### config.mk
export PLATFORM = sky130hd
export DESIGN_NAME = bgr_startup_ctrl_flat
export DESIGN_NICKNAME = d
export VERILOG_FILES = /design/src/rtl/bgr_startup_ctrl_if.sv /design/src/rtl/bgr_startup_ctrl.sv /design/src/flat_wrapper.sv
export SDC_FILE = /design/constraint.sdc
export NUM_CORES = 1
export LEC_CHECK = 0
export ABC_AREA = 1
export CAP_MARGIN = 20
export CORE_ASPECT_RATIO = 1.25
export CORE_MARGIN = 5
export CORE_UTILIZATION = 55
export CTS_CLUSTER_DIAMETER = 30
export DETAILED_ROUTE_END_ITERATION = 10
export GPL_ROUTABILITY_DRIVEN = 0
export GPL_TIMING_DRIVEN = 0
export PLACE_DENSITY = 0.88
export SYNTH_ARGS = -nofsm -noshare
export SYNTH_HDL_FRONTEND = slang
export SYNTH_SLANG_ARGS = --single-unit
### constraint.sdc
create_clock -name clk -period 3.15 [get_ports clk]
set_input_delay 0.63 -clock clk [delete_from_list [all_inputs] [get_ports clk]]
set_output_delay 0.63 -clock clk [all_outputs]
set_load 0.05 [all_outputs]
### src/rtl/bgr_startup_ctrl_if.sv
// Control/status bundle between power-management logic and the bandgap
// start-up sequencer.
//   master : drives en, ch_en, trim_target, ok_async; observes status
//   slave  : the sequencer; drives porst, trim, ready, fail, busy, retries
// ok_async comes from the analog comparators and is carried here so the
// sequencer sees one bundle per bandgap group.
interface bgr_startup_ctrl_if #(
  parameter int unsigned NCH       = 2,
  parameter int unsigned TRIM_W    = 5,
  parameter int unsigned MAX_RETRY = 3
);
  localparam int unsigned RETRY_W = (MAX_RETRY > 0) ? $clog2(MAX_RETRY + 1) : 1;

  logic                     en;
  logic [NCH-1:0]           ch_en;
  logic [NCH*TRIM_W-1:0]    trim_target;
  logic [NCH-1:0]           ok_async;
  logic [NCH-1:0]           porst;
  logic [NCH*TRIM_W-1:0]    trim;
  logic                     ready;
  logic                     fail;
  logic                     busy;
  logic [RETRY_W-1:0]       retries;

  modport master (
    output en, ch_en, trim_target, ok_async,
    input  porst, trim, ready, fail, busy, retries
  );

  modport slave (
    input  en, ch_en, trim_target, ok_async,
    output porst, trim, ready, fail, busy, retries
  );
endinterface

### src/rtl/bgr_startup_ctrl.sv
// Start-up and trim sequencer for NCH bandgap reference channels.
// Kicks each enabled channel's porst device, waits for settling, checks the
// synchronised vbg-good comparators (with a bounded number of retries), then
// ramps each channel's trim code one LSB per RAMP_CYC cycles to its target.
// In DONE it supervises ok and re-kicks after DROP_CYC consecutive low cycles.
// Ports:
//   clk, rst_n : clock, asynchronous active-low reset
//   bus        : slave side of bgr_startup_ctrl_if
//                in : en, ch_en, trim_target, ok_async
//                out: porst, trim, ready, fail, busy, retries (all registered)
module bgr_startup_ctrl #(
  parameter int unsigned NCH        = 2,
  parameter int unsigned TRIM_W     = 5,
  parameter int unsigned PULSE_CYC  = 16,
  parameter int unsigned SETTLE_CYC = 1024,
  parameter int unsigned RAMP_CYC   = 8,
  parameter int unsigned MAX_RETRY  = 3,
  parameter int unsigned DROP_CYC   = 4
) (
  input logic               clk,
  input logic               rst_n,
  bgr_startup_ctrl_if.slave bus
);

  localparam int unsigned TW      = NCH * TRIM_W;
  localparam int unsigned RETRY_W = (MAX_RETRY > 0) ? $clog2(MAX_RETRY + 1) : 1;

  // One shared down/up counter serves the pulse, settle, ramp tick and drop
  // windows; they never overlap in time.
  localparam int unsigned MAX_A   = (PULSE_CYC > SETTLE_CYC) ? PULSE_CYC : SETTLE_CYC;
  localparam int unsigned MAX_B   = (RAMP_CYC > DROP_CYC) ? RAMP_CYC : DROP_CYC;
  localparam int unsigned CNT_MAX = (MAX_A > MAX_B) ? MAX_A : MAX_B;
  localparam int unsigned CNT_W   = (CNT_MAX > 1) ? $clog2(CNT_MAX + 1) : 1;

  localparam logic [CNT_W-1:0]   PULSE_LD  = CNT_W'(PULSE_CYC - 1);
  localparam logic [CNT_W-1:0]   SETTLE_LD = CNT_W'(SETTLE_CYC - 1);
  localparam logic [CNT_W-1:0]   RAMP_LD   = CNT_W'(RAMP_CYC - 1);
  localparam logic [CNT_W-1:0]   DROP_LAST = CNT_W'(DROP_CYC - 1);
  localparam logic [RETRY_W-1:0] RETRY_LIM = RETRY_W'(MAX_RETRY);

  typedef enum logic [2:0] {
    S_IDLE,
    S_KICK,
    S_SETTLE,
    S_CHECK,
    S_RAMP,
    S_DONE,
    S_FAIL
  } state_e;

  state_e             state_q, state_d;
  logic [CNT_W-1:0]   cnt_q, cnt_d;
  logic [RETRY_W-1:0] retries_q, retries_d;
  logic [NCH-1:0]     en_q, en_d;
  logic [NCH-1:0]     porst_q, porst_d;
  logic [TW-1:0]      trim_q, trim_d;
  logic               ready_q, ready_d;
  logic               fail_q, fail_d;
  logic               busy_q, busy_d;
  logic [NCH-1:0]     ok_meta_q, ok_s_q;

  logic [TW-1:0]      trim_step_c;
  logic               match_c;
  logic               ok_all_c;
  logic               ok_drop_c;

  // Good means every enabled channel's synchronised comparator is high.
  assign ok_all_c  = ((ok_s_q & en_q) == en_q);
  assign ok_drop_c = |(~ok_s_q & en_q);

  // Per-channel one-LSB step toward the live target; never wraps since a
  // code only moves when it is strictly below or above its target.
  always_comb begin
    trim_step_c = trim_q;
    match_c     = 1'b1;
    for (int i = 0; i < NCH; i++) begin
      if (en_q[i]) begin
        if (trim_q[i*TRIM_W +: TRIM_W] < bus.trim_target[i*TRIM_W +: TRIM_W]) begin
          trim_step_c[i*TRIM_W +: TRIM_W] = trim_q[i*TRIM_W +: TRIM_W] + TRIM_W'(1);
          match_c = 1'b0;
        end else if (trim_q[i*TRIM_W +: TRIM_W] > bus.trim_target[i*TRIM_W +: TRIM_W]) begin
          trim_step_c[i*TRIM_W +: TRIM_W] = trim_q[i*TRIM_W +: TRIM_W] - TRIM_W'(1);
          match_c = 1'b0;
        end
      end
    end
  end

  // Next-state and next-output logic.
  always_comb begin
    state_d   = state_q;
    cnt_d     = cnt_q;
    retries_d = retries_q;
    en_d      = en_q;
    porst_d   = '0;
    trim_d    = trim_q;
    ready_d   = 1'b0;
    fail_d    = 1'b0;

    if (!bus.en) begin
      // Disable beats everything; trim codes are deliberately kept.
      state_d   = S_IDLE;
      retries_d = '0;
      cnt_d     = '0;
    end else begin
      unique case (state_q)
        S_IDLE: begin
          if (bus.ch_en != '0) begin
            en_d      = bus.ch_en;
            porst_d   = bus.ch_en;
            retries_d = '0;
            cnt_d     = PULSE_LD;
            state_d   = S_KICK;
          end
        end

        S_KICK: begin
          if (cnt_q == '0) begin
            cnt_d   = SETTLE_LD;
            state_d = S_SETTLE;
          end else begin
            cnt_d   = cnt_q - CNT_W'(1);
            porst_d = en_q;
          end
        end

        S_SETTLE: begin
          if (cnt_q == '0) begin
            state_d = S_CHECK;
          end else begin
            cnt_d = cnt_q - CNT_W'(1);
          end
        end

        S_CHECK: begin
          if (ok_all_c) begin
            cnt_d   = RAMP_LD;
            state_d = S_RAMP;
          end else if (retries_q == RETRY_LIM) begin
            fail_d  = 1'b1;
            state_d = S_FAIL;
          end else begin
            retries_d = retries_q + RETRY_W'(1);
            porst_d   = en_q;
            cnt_d     = PULSE_LD;
            state_d   = S_KICK;
          end
        end

        S_RAMP: begin
          // Completion is judged on the applied code, so DONE follows the
          // final step by one cycle.
          if (match_c) begin
            ready_d = 1'b1;
            cnt_d   = '0;
            state_d = S_DONE;
          end else if (cnt_q == '0) begin
            trim_d = trim_step_c;
            cnt_d  = RAMP_LD;
          end else begin
            cnt_d = cnt_q - CNT_W'(1);
          end
        end

        S_DONE: begin
          // cnt_q counts consecutive cycles with an enabled ok low.
          ready_d = 1'b1;
          if (ok_drop_c && (cnt_q == DROP_LAST)) begin
            ready_d   = 1'b0;
            retries_d = '0;
            porst_d   = en_q;
            cnt_d     = PULSE_LD;
            state_d   = S_KICK;
          end else if (!match_c) begin
            ready_d = 1'b0;
            cnt_d   = RAMP_LD;
            state_d = S_RAMP;
          end else if (ok_drop_c) begin
            cnt_d = cnt_q + CNT_W'(1);
          end else begin
            cnt_d = '0;
          end
        end

        S_FAIL: begin
          fail_d = 1'b1;
        end

        default: begin
          state_d = S_IDLE;
        end
      endcase
    end

    busy_d = (state_d != S_IDLE) && (state_d != S_DONE) && (state_d != S_FAIL);
  end

  // State, output registers and ok synchroniser.
  always_ff @(posedge clk or negedge rst_n) begin
    if (!rst_n) begin
      ok_meta_q <= '0;
      ok_s_q    <= '0;
      state_q   <= S_IDLE;
      cnt_q     <= '0;
      retries_q <= '0;
      en_q      <= '0;
      porst_q   <= '0;
      trim_q    <= '0;
      ready_q   <= 1'b0;
      fail_q    <= 1'b0;
      busy_q    <= 1'b0;
    end else begin
      ok_meta_q <= bus.ok_async;
      ok_s_q    <= ok_meta_q;
      state_q   <= state_d;
      cnt_q     <= cnt_d;
      retries_q <= retries_d;
      en_q      <= en_d;
      porst_q   <= porst_d;
      trim_q    <= trim_d;
      ready_q   <= ready_d;
      fail_q    <= fail_d;
      busy_q    <= busy_d;
    end
  end

  assign bus.porst   = porst_q;
  assign bus.trim    = trim_q;
  assign bus.ready   = ready_q;
  assign bus.fail    = fail_q;
  assign bus.busy    = busy_q;
  assign bus.retries = retries_q;

endmodule

### src/flat_wrapper.sv
// flat-port wrapper written by rule: the top's interface ports become plain ports
module bgr_startup_ctrl_flat 
#(
  parameter int unsigned NCH        = 2,
  parameter int unsigned TRIM_W     = 5,
  parameter int unsigned PULSE_CYC  = 16,
  parameter int unsigned SETTLE_CYC = 1024,
  parameter int unsigned RAMP_CYC   = 8,
  parameter int unsigned MAX_RETRY  = 3,
  parameter int unsigned DROP_CYC   = 4
)
  (clk, rst_n, bus_en, bus_ch_en, bus_trim_target, bus_ok_async, bus_porst, bus_trim, bus_ready, bus_fail, bus_busy, bus_retries);
  bgr_startup_ctrl_if #(.NCH(NCH), .TRIM_W(TRIM_W), .MAX_RETRY(MAX_RETRY)) bus_i ();
  input logic clk;
  input logic rst_n;
  input wire logic [$bits(bus_i.en)-1:0] bus_en;
  input wire logic [$bits(bus_i.ch_en)-1:0] bus_ch_en;
  input wire logic [$bits(bus_i.trim_target)-1:0] bus_trim_target;
  input wire logic [$bits(bus_i.ok_async)-1:0] bus_ok_async;
  output wire logic [$bits(bus_i.porst)-1:0] bus_porst;
  output wire logic [$bits(bus_i.trim)-1:0] bus_trim;
  output wire logic [$bits(bus_i.ready)-1:0] bus_ready;
  output wire logic [$bits(bus_i.fail)-1:0] bus_fail;
  output wire logic [$bits(bus_i.busy)-1:0] bus_busy;
  output wire logic [$bits(bus_i.retries)-1:0] bus_retries;
  assign bus_i.en = bus_en;
  assign bus_i.ch_en = bus_ch_en;
  assign bus_i.trim_target = bus_trim_target;
  assign bus_i.ok_async = bus_ok_async;
  assign bus_porst = bus_i.porst;
  assign bus_trim = bus_i.trim;
  assign bus_ready = bus_i.ready;
  assign bus_fail = bus_i.fail;
  assign bus_busy = bus_i.busy;
  assign bus_retries = bus_i.retries;
  bgr_startup_ctrl #(.NCH(NCH), .TRIM_W(TRIM_W), .PULSE_CYC(PULSE_CYC), .SETTLE_CYC(SETTLE_CYC), .RAMP_CYC(RAMP_CYC), .MAX_RETRY(MAX_RETRY), .DROP_CYC(DROP_CYC)) u_core (.clk(clk), .rst_n(rst_n), .bus(bus_i));
endmodule
==> results.sh <==
export IMPL_ir_drop_mv=0.285
export IMPL_die_area_sq_um=6920
export IMPL_start_util=0.570
export IMPL_pin_count=34
export IMPL_synth_warnings=0
export IMPL_overflow=0
export IMPL_first_global_vias=2661
export IMPL_cts_resized=0
export IMPL_fillers=417
export IMPL_grtUsageTotal=0.210
export IMPL_critical_path_startpoint="bus_trim_target[9]"
export IMPL_clock_sinks=37
export IMPL_syn_area_per_cell_sq_um=7.15
export IMPL_drtAntennaViolNets=0
export IMPL_finalNetCount=488
export IMPL_cts_buffer_depth=2
export IMPL_path_max_fanout=6
export IMPL_dieHeight_um=91.7
export IMPL_clk_latency_ps=290
export IMPL_area_delta_synth_final_pct=17.3
export IMPL_vias=2710
export IMPL_cts_tree="built"
export IMPL_grt_pass1_wl_um=11700
export IMPL_htree_levels=2
export IMPL_fmax_mhz=361
export IMPL_setup_viol=0
export IMPL_regToRegStartpoint="u_core.bus.trim[9]"
export IMPL_root_buffer="clkbuf_8"
export IMPL_drive_gt1_frac=0.124
export IMPL_hold_viol=0
export IMPL_startpoint_type="input port"
export IMPL_ys_seq_area_frac=0.315
export IMPL_clock_skew_ps=7.38
export IMPL_diodes=0
export IMPL_slew_viol_final=0
export IMPL_r2r_slack_ps=760
export IMPL_finalSetupTns_ps=0
export IMPL_row_count=29
export IMPL_syn_nets=449
export IMPL_dp_final_hpwl_um=5230
export IMPL_post_drt_wl_per_cell_um=13.2
export IMPL_grt_max_degree=38
export IMPL_viasPerCell=5.28
export IMPL_seq_area_sq_um=926
export IMPL_post_route_period_util=0.879
export IMPL_cts_clk_slew_worst_paths_ps=70
export IMPL_port_buffers=32
export IMPL_utilization=0.669
export IMPL_status="finished, final reports clean"
export IMPL_multi_input_area_sq_um=1750
export IMPL_cap_violations=0
export IMPL_worstHoldPathType="reg2reg"
export IMPL_max_slew_margin=0.469
export IMPL_worst_r2r_cell_count=12
export IMPL_ys_ff_latch=37
export IMPL_worstPathRequired_ps=3340
export IMPL_syn_instance_count=411
export IMPL_drc=0
export IMPL_dp_cells=505
export IMPL_core_area_sq_um=5150
export IMPL_fin_crit_ps=2770
export IMPL_antenna_found_initial=0
export IMPL_crit_end="u_core.bus.trim[9]"
export IMPL_worstSetupPathType="in2reg"
export IMPL_stdcell_area_sq_um=3450
export IMPL_holdBufCountCts=0
export IMPL_arrival_ps=2960
export IMPL_grt_setup_unrepaired="no"
export IMPL_p_per_area_nw_per_um2=455
export IMPL_yosys_cell_types_count=34
export IMPL_routed_wl_um=6800
export IMPL_numCtsBuffers=5
export IMPL_die_w_um=75.4
export IMPL_worst_pin_slew_ps=796
export IMPL_dpl_instance_area_sq_um=3330
export IMPL_drt_iter0_drc=188
export IMPL_postCtsSetupRepairBufs=0
export IMPL_worstSetupEndpointType="register"
export IMPL_rr_endpoint="u_core.bus.trim[9]"
export IMPL_layout_cells_non_filler=513
export IMPL_hold_path_depth=0
export IMPL_leakagePower_nw=1.83
export IMPL_drtPass1Iterations=5
export IMPL_synth_area_sq_um=2940
-- cells by family after synthesis --
family                     share of synthesized area
and+or+nand+nor                                0.364
xor gates and xnor gates                      0.0596
AOI/OAI and AO/OA                             0.0622
buffers and inverters                         0.0898
adders and majority gates                     0.0945
muxes                                         0.0145
DFF                                            0.315
-- cell usage after synthesis --
| cell | count | area share |
|---|---|---|
| nand2_1 | 124 | 0.16 |
| inv_1 | 54 | 0.069 |
| dfrtp_1 | 37 | 0.32 |
| nor2_1 | 30 | 0.038 |
| nand3_1 | 27 | 0.046 |
| ha_1 | 19 | 0.081 |
| xor2_1 | 18 | 0.054 |
| inv_2 | 13 | 0.017 |
| a21oi_1 | 10 | 0.017 |
| nor2_2 | 10 | 0.021 |
| o21ai_0 | 9 | 0.015 |
| nand3_2 | 7 | 0.024 |
| nand4_1 | 7 | 0.015 |
| nand2_2 | 6 | 0.013 |
| nor3_1 | 6 | 0.010 |
| nand3b_1 | 4 | 0.010 |
| nor3_2 | 3 | 0.010 |
| o21ai_1 | 3 | 0.0051 |
| o21ai_2 | 3 | 0.0089 |
| fa_1 | 2 | 0.014 |
| mux2_1 | 2 | 0.0077 |
| mux2i_1 | 2 | 0.0068 |
| nor2_4 | 2 | 0.0077 |
| nor3b_1 | 2 | 0.0051 |
| xnor2_1 | 2 | 0.0060 |
| a211oi_1 | 1 | 0.0026 |
| a21oi_2 | 1 | 0.0030 |
| a22o_1 | 1 | 0.0030 |
| a22oi_1 | 1 | 0.0026 |
| a31oi_1 | 1 | 0.0021 |
| buf_2 | 1 | 0.0017 |
| buf_4 | 1 | 0.0026 |
| nor3_4 | 1 | 0.0055 |
| o211ai_1 | 1 | 0.0026 |
-- per-layer routing --
layer / up-vias / share of wire / GRT usage
met5: - / 0 / 0
met4: 0 / 0.016 / 0.0700
met3: 13 / 0.054 / 0.0328
met2: 91 / 0.53 / 0.364
met1: 1234 / 0.40 / 0.258
li1: 1372 / - / -
-- cell usage in the layout, fill, tap and decap left out, drive strengths merged, types with 10 or more instances in the layout --
master / n
clkdlybuf4s50: 31
nor2: 42
nor3: 10
inv: 67
nand2: 130
a21oi: 11
xor2: 18
nand3: 34
o21ai: 15
dfrtp: 37
ha: 19
-- worst min-delay path by stage --
stage,start,to,slack (ps)
after CTS,u_core.ok_meta_q[0],u_core.ok_s_q[0],360
after detailed placement,u_core.ok_meta_q[1],u_core.ok_s_q[1],340
after global routing,u_core.ok_meta_q[0],u_core.ok_s_q[0],370
final,u_core.ok_meta_q[0],u_core.ok_s_q[0],350
after floorplan,rst_n,u_core.bus.busy,330
after global placement,u_core.ok_meta_q[0],u_core.ok_s_q[0],330
-- critical path, stage by stage --
cell and delay, ps:
clkdlybuf4s50_1 450, inv_1 40, ha_1 280, nand2_1 120, nor2_1 60, nand2_1 80, nand3_2 150, fa_1 450
nand2_1 80, nand2_1 50, a21oi_1 160, xor2_1 210, nor2_2 60, xor2_1 140
-- power breakdown --
part	total, mW	switching, mW	leakage [nW]	internal [mW]
Clock	0.427	0.169	0.0585	0.258
Combinational	0.566	0.382	1.28	0.184
Sequential	0.575	0.0568	0.491	0.518
Total	1.57	0.608	1.83	0.960
-- per-stage QoR --
step                      worst slack, ps  total power, mW  hold slack [ps]
after floorplan                       682            0.981              331
after global placement                180             1.12              334
after detailed placement             20.7             1.13              338
after CTS                             342             1.57              359
after global routing                  178             1.67              369
final                                 380             1.57              354
-- registers in the layout (all words and copies together), names as in the netlist --
register	count
u_core.bus.busy	1
u_core.bus.fail	1
u_core.bus.porst	2
u_core.bus.ready	1
u_core.bus.retries	2
u_core.bus.trim	10
u_core.cnt_q	11
u_core.en_q	2
u_core.ok_meta_q	2
u_core.ok_s_q	2
u_core.state_q	3
-- cell type report --
class,count,share of cell area
timing repair buffer,32,0.0914
buffer,2,0.00363
tap,62,0.0225
clock buffer,7,0.0250
sequential,37,0.269
multi-input combinational,305,0.507
inverter,67,0.0729
clock inverter,1,0.00871
Note: power is estimated with default switching activity, not from simulation.
